==> config.mk <==
export PLATFORM = sky130hd
export DESIGN_NAME = muladd_pipe
export DESIGN_NICKNAME = d
export VERILOG_FILES = /design/src/rtl/muladd_pkg.sv /design/src/rtl/muladd_stage.sv /design/src/rtl/muladd_pipe.sv
export SDC_FILE = /design/constraint.sdc
export NUM_CORES = 2
export LEC_CHECK = 0
export CORE_MARGIN = 8
export CORE_UTILIZATION = 44
export DETAILED_ROUTE_END_ITERATION = 8
export PLACE_DENSITY = 0.65
export SLEW_MARGIN = 40
export SYNTH_ARGS = -nofsm -noshare
export SYNTH_HDL_FRONTEND = slang
export SYNTH_HIERARCHICAL = 1
export SYNTH_SLANG_ARGS = --single-unit
==> constraint.sdc <==
create_clock -name clk -period 3.8 [get_ports clk]
set_input_delay 0.76 -clock clk [delete_from_list [all_inputs] [get_ports clk]]
set_output_delay 0.76 -clock clk [all_outputs]
set_load 0.05 [all_outputs]
==> src/rtl/muladd_pkg.sv <==
// Shared types and defaults for the pipelined multiply-accumulate block.
package muladd_pkg;

  localparam int WIDTH_DEF = 16;
  localparam int ACC_W     = 2 * WIDTH_DEF;

  // One pipeline stage's state at the default operand width.
  typedef struct packed {
    logic                 valid;
    logic [WIDTH_DEF-1:0] a;
    logic [WIDTH_DEF-1:0] b;
    logic [ACC_W-1:0]     acc;
  } stage_t;

endpackage

==> src/rtl/muladd_stage.sv <==
// One registered shift-add stage: adds (a << BIT) to the accumulator when b[BIT] is set.
module muladd_stage
  import muladd_pkg::*;
#(
  parameter int WIDTH = WIDTH_DEF,
  parameter int BIT   = 0
) (
  input  logic               clk,
  input  logic               rst_n,
  input  logic               prev_valid,
  input  logic [WIDTH-1:0]   prev_a,
  input  logic [WIDTH-1:0]   prev_b,
  input  logic [2*WIDTH-1:0] prev_acc,
  output logic               valid,
  output logic [WIDTH-1:0]   a,
  output logic [WIDTH-1:0]   b,
  output logic [2*WIDTH-1:0] acc
);

  localparam int AW = 2 * WIDTH;

  logic [AW-1:0] addend;

  always_comb begin
    addend = '0;
    if (prev_b[BIT]) addend = {{WIDTH{1'b0}}, prev_a} << BIT;
  end

  // Data registers only move when a valid op arrives; bubbles leave them untouched.
  always_ff @(posedge clk or negedge rst_n) begin
    if (!rst_n) begin
      valid <= 1'b0;
      a     <= '0;
      b     <= '0;
      acc   <= '0;
    end else begin
      valid <= prev_valid;
      if (prev_valid) begin
        a   <= prev_a;
        b   <= prev_b;
        acc <= prev_acc + addend;
      end
    end
  end

endmodule

==> src/rtl/muladd_pipe.sv <==
// Fully pipelined unsigned a*b+c, one multiplier bit per stage, WIDTH-cycle latency.
// Handshake: data_valid_in is sampled every cycle with no backpressure; data_valid_out pulses once per op.
module muladd_pipe
  import muladd_pkg::*;
#(
  parameter int WIDTH = WIDTH_DEF
) (
  input  logic               clk,
  input  logic               rst,
  input  logic [WIDTH-1:0]   a_in,
  input  logic [WIDTH-1:0]   b_in,
  input  logic [WIDTH-1:0]   c_in,
  input  logic               data_valid_in,
  output logic [2*WIDTH-1:0] result_out,
  output logic               data_valid_out,
  output logic               error_out,
  output logic               busy_out
);

  localparam int AW = 2 * WIDTH;

  // Index 0 is the input side; index i+1 is the output of stage i.
  logic [WIDTH:0]    vld;
  logic [WIDTH-1:0]  a_s   [WIDTH+1];
  logic [WIDTH-1:0]  b_s   [WIDTH+1];
  logic [AW-1:0]     acc_s [WIDTH+1];
  logic              unused_tail;

  assign vld[0]   = data_valid_in;
  assign a_s[0]   = a_in;
  assign b_s[0]   = b_in;
  assign acc_s[0] = {{WIDTH{1'b0}}, c_in};

  for (genvar i = 0; i < WIDTH; i++) begin : g_stage
    muladd_stage #(
      .WIDTH (WIDTH),
      .BIT   (i)
    ) u_stage (
      .clk        (clk),
      .rst_n      (rst),
      .prev_valid (vld[i]),
      .prev_a     (a_s[i]),
      .prev_b     (b_s[i]),
      .prev_acc   (acc_s[i]),
      .valid      (vld[i+1]),
      .a          (a_s[i+1]),
      .b          (b_s[i+1]),
      .acc        (acc_s[i+1])
    );
  end

  // The last stage's operand copies have no consumer.
  assign unused_tail = ^{a_s[WIDTH], b_s[WIDTH]};

  assign result_out     = acc_s[WIDTH];
  assign data_valid_out = vld[WIDTH];
  assign error_out      = vld[WIDTH] & (|acc_s[WIDTH][AW-1:WIDTH]);
  assign busy_out       = |vld[WIDTH:1];

endmodule

# Word-level counts from Yosys, hierarchy flattened
# Cells that the tools add are included.
[totals] regBits=1008 in_bits=51 word_cells=97
[op_classes] n_addsub=16 muxes=16 n_bitwise=1 n_reduce_logical=2
[op_table] cell="$add 32x32->32" n=15
[op_table] cell="$add 16x32->32" n=1
[op_table] cell="$reduce_or 16->1" n=2
[op_table] cell="$mux 31" n=1
[op_table] cell="$mux 30" n=1
[op_table] cell="$mux 29" n=1
[op_table] cell="$mux 28" n=1
[op_table] cell="$mux 27" n=1
[op_table] cell="$mux 26" n=1
[op_table] cell="$mux 25" n=1
[op_table] cell="$mux 24" n=1
[op_table] cell="$mux 23" n=1
[op_table] cell="$mux 22" n=1
[op_table] cell="$mux 21" n=1
[op_table] cell="$mux 20" n=1
[op_table] cell="$mux 19" n=1
[op_table] cell="$mux 18" n=1
[op_table] cell="$mux 17" n=1
[op_table] cell="$mux 16" n=1
[op_table] cell="$and 1x1->1" n=1

# Logic depth before layout (Yosys ltp)
[depth] ltp_word=2 ltp_mapped=12 depth_no_buf=11

# By module
# The synthesis kept the hierarchy.
[modules_own_cells] module="muladd_stage at g_stage[1].u_stage" instances=1 cells_per_inst=381 area_each_um2=3854.9
[modules_own_cells] module="muladd_stage at g_stage[0].u_stage" instances=1 cells_per_inst=340 area_each_um2=3726.1
[modules_own_cells] module="muladd_stage at g_stage[5].u_stage" instances=1 cells_per_inst=359 area_each_um2=3698.5
[modules_own_cells] module="muladd_stage at g_stage[3].u_stage" instances=1 cells_per_inst=339 area_each_um2=3611.0
[modules_own_cells] module="muladd_stage at g_stage[9].u_stage" instances=1 cells_per_inst=332 area_each_um2=3582.2
[modules_own_cells] module="muladd_stage at g_stage[2].u_stage" instances=1 cells_per_inst=324 area_each_um2=3572.2
[modules_own_cells] module="muladd_stage at g_stage[6].u_stage" instances=1 cells_per_inst=314 area_each_um2=3569.7
[modules_own_cells] module="muladd_stage at g_stage[7].u_stage" instances=1 cells_per_inst=318 area_each_um2=3563.4
[modules_own_cells] module="muladd_stage at g_stage[4].u_stage" instances=1 cells_per_inst=312 area_each_um2=3523.4
[modules_own_cells] module="muladd_stage at g_stage[10].u_stage" instances=1 cells_per_inst=312 area_each_um2=3519.6
[modules_own_cells] module="muladd_stage at g_stage[12].u_stage" instances=1 cells_per_inst=297 area_each_um2=3455.8
[modules_own_cells] module="muladd_stage at g_stage[11].u_stage" instances=1 cells_per_inst=292 area_each_um2=3433.3
[modules_own_cells] module="muladd_stage at g_stage[8].u_stage" instances=1 cells_per_inst=298 area_each_um2=3407.0
[modules_own_cells] module="muladd_stage at g_stage[14].u_stage" instances=1 cells_per_inst=296 area_each_um2=3400.8
[modules_own_cells] module="+3 rows"

# Least setup slack after synthesis
# OpenSTA, ideal clock, no wires.
[synth_timing] path_type="input to register" from="input b_in[0]" to="register g_stage[0].u_stage.acc[14]" t_arrival_ns=2.922 required_ns=3.675 setup_slack_ns=0.753 stages=10 n_path_buf=1 path_cell_list="clkbuf_1 and2_1 ha_1 fa_1 a211o_1 a21oi_1 o31ai_1 a41oi_1 xnor2_1 mux2_2"
[synth_via] elab_chain_cells=2
[synth_lines] item="start: declaration" line="muladd_pipe.sv:11" text="input logic [WIDTH-1:0] b_in,"
[synth_lines] item="$mux 16" line="muladd_stage.sv:26" text="if (prev_b[BIT]) addend = {{WIDTH{1'b0}}, prev_a} << BIT;"
[synth_lines] item="$add 16x32->32" line="muladd_stage.sv:41" text="acc <= prev_acc + addend;"
[synth_lines] item="end signal: assignment" line="muladd_stage.sv:41"
[synth_lines] item="end: declaration" line="muladd_stage.sv:17" text="output logic [2*WIDTH-1:0] acc"
# Every way passes these cells.
# A chain may end at the register's enable or synchronous reset.

# Worst setup path after layout
[layout_timing] from="register g_stage[4].u_stage.valid" to="output busy_out"
[layout_via] elab_chain_cells=1
[layout_lines] item="start: declaration" line="muladd_stage.sv:14" text="output logic valid,"
[layout_lines] item="start signal: assignment" line="muladd_stage.sv:37" text="valid <= prev_valid;"
[layout_lines] item="$reduce_or 16->1" line="muladd_pipe.sv:58" text="assign busy_out = |vld[WIDTH:1];"
[layout_lines] item="end: declaration" line="muladd_pipe.sv:17" text="output logic busy_out"
# Every way passes these cells.

==> impl_results.md <==
* Gr ovfl total at 0
* Initial core utilization at 0.4423
* RSZ-0062 raised after global routing: false
* FP Rows at 125
* Clock sink count at 888
* CP Launch Type: flop
* Die area at 0.1275 sq mm
* CP Cell Sequence: nor4_1 > nand4_1 > clkdlybuf4s50_1
* VDD IR max at 0.0003826 V
* NumNets Final at 5199
* Largest stage delay, worst path at 0.85 ns
* CORE AREA at 0.1157 sq mm
* Core Util, Final at 0.4944
* Vias in the first global route at 36110
* Area Growth Syn to Fin at 11.78%
* Clk Tree Root Cell: clkbuf_16
* Buffers on Ports at 85
* Routing usage on met2 at 0.3146
* Mapped Cells at 4787
* Final Cycle Share at 0.9694
* Worst Tran Pin Value at 0.8069 ns
* Chip height at 357.1 um
* Max-cap violation count at 0
* Initial DRC Count at 2306
* # H-tree levels at 3
* Total Power at 48.27 mW
* Fin. max-slew vios at 0
* First-pass GRT wire length at 196600 um
* WP data required at 3.04 ns
* Routability Congestion at 0.8510
* Final Critical Period at 3.684 ns
* CTS tree: yes
* Final Hold Viols at 0
* TritonRoute pass-1 iters at 8
* Worst-skew pair later-pin latency at 0.69 ns
* Filler cells at 10470
* Busiest layer in global routing: met2
* Total CTS buffers at 98
* Worst setup path class: reg2out
* Clk_skew at 0.02273 ns
* Final Non-Filler Cells at 6483
* Slowest CP cell: clkdlybuf4s50_1
* Routed via count at 36620
* Status: finished, final reports clean
* GR Layer Usage met3 at 0.02268
* Io pins at 86
* GR Util met1 at 0.2521
* Slew margin rel. at 0.4620
* Inst Count DP at 6299
* Ys Warns at 6
* Max Clk Rate at 271.5 MHz
* Final WL at 118600 um
* Layout cell share with drive strength beyond 1 at 0.2013
* Post-route ant nets at 0
* DP HPWL at 88450 um
* Crit path DAT at 2.92 ns
* GRT Util Overall at 0.1843
* Pwr dens at 843.6 mW/mm^2
* Hold Slack at 0.4903 ns
* Worst Setup End Kind: output port
* Largest net degree at the start of global routing at 128
* Leak at 24.60 nW
* Setup bufs post-CTS at 0
* Mapped cell area at 0.05119 sq mm
* Via/cell ratio at 5.649
* Clock buffer depth at 3
* Final setup violation count at 0
* DIE WIDTH at 357.1 um
* Hold Crit Class: reg2reg
* Routed wire per std cell at 18.30 um
* CP Max Fanout at 9
* Initial antenna violation count at 3
* DRC at 0
* Setup TNS at 0 ns
* Syn Area/Cell at 10.69 sq um
* Reg clk slew, reported paths at 0.06 ns
==> flip-flops by register name (all words and copies together), names as in the netlist <==
| name | cells |
|---|---|
| g_stage.u_stage/a | 240 |
| g_stage.u_stage/acc | 512 |
| g_stage.u_stage/b | 120 |
| g_stage.u_stage/valid | 16 |
==> routing by layer <==
layer,wire [um],vias to the layer above
li1,-,17720
met4,2125,0
met1,54960,18160
met3,3547,145
met2,57990,591
met5,0,-
==> stage by stage <==
step | instance area [sq um] | setup WS [ns]
final | 57220 | 0.1164
after global routing | 57220 | 0.005338
after CTS | 57210 | 0.01294
after detailed placement | 53720 | 0.1070
after global placement | 53690 | 0.1344
after floorplan | 51440 | 0.7535
==> area by class of cell <==
class | instances | area, sq um | share of cell area
Clock buffer | 142 | 2828 | 0.04942
Timing Repair Buffer | 139 | 1374 | 0.02401
Sequential cell | 888 | 22240 | 0.3886
Tap cell | 1524 | 1907 | 0.03332
Antenna cell | 1 | 2.502 | 0.00004373
Inverter | 121 | 454.2 | 0.007937
Multi-Input combinational cell | 3628 | 27770 | 0.4853
Clock inverter | 40 | 648.1 | 0.01133
==> placed cells by master, fill, tap and decap left out, drive strengths merged, types with 36 or more instances in the layout <==
| cell | count |
|---|---|
| a211oi | 53 |
| a21o | 98 |
| a21oi | 295 |
| a31oi | 75 |
| and2 | 270 |
| and3 | 60 |
| buf | 55 |
| clkbuf | 142 |
| clkdlybuf4s50 | 83 |
| conb | 68 |
| dfrtp | 888 |
| ha | 256 |
| inv | 120 |
| mux2 | 656 |
| nand2 | 294 |
| nand3 | 144 |
| nand4 | 66 |
| nor2 | 213 |
| nor2b | 36 |
| nor3 | 64 |
| o211ai | 50 |
| o21a | 52 |
| o21ai | 187 |
| o31ai | 45 |
| or3 | 51 |
| xnor2 | 121 |
| xor2 | 64 |
==> where the power goes <==
group          internal, mW  switching (mW)  leakage, nW  total [mW]
combinational          10.1            11.6         12.5        21.6
clock                  6.03            4.02         1.69        10.1
sequential             13.3            3.27         10.4        16.6
total                  29.4            18.9         24.6        48.3
==> what timing repair did <==
item,4_1_cts,5_1_grt
hold buffers,1,0
resized for setup,0,0
setup endpoints to repair,0,0
hold endpoints to repair,23,0
==> final timing paths <==
kind | startpoint | slack (ns) | cells past startpoint | endpoint
setup / recovery | g_stage[4].u_stage/valid$_DFF_PN0_ | 0.12 | 3 | busy_out
setup reg to reg | g_stage[2].u_stage/b[3]$_DFFE_PN0P_ | 0.65 | 9 | g_stage[3].u_stage/acc[19]$_DFFE_PN0P_
min in group asynchronous | rst | 0.56 | 2 | g_stage[8].u_stage/acc[29]$_DFFE_PN0P_
max in group asynchronous | rst | 2.01 | 4 | g_stage[0].u_stage/acc[28]$_DFFE_PN0P_
hold reg to reg | g_stage[7].u_stage/acc[10]$_DFFE_PN0P_ | 0.49 | 1 | g_stage[7].u_stage/acc[10]$_DFFE_PN0P_
hold / removal | g_stage[7].u_stage/acc[10]$_DFFE_PN0P_ | 0.49 | 1 | g_stage[7].u_stage/acc[10]$_DFFE_PN0P_
==> critical path: cells and delay by family, from the launching register on <==
family        cells  cell delay [ns]
flops             1             0.49
buf+inv           1             0.85
simple gates      2             0.89
Power figures use the tool's default switching activity.
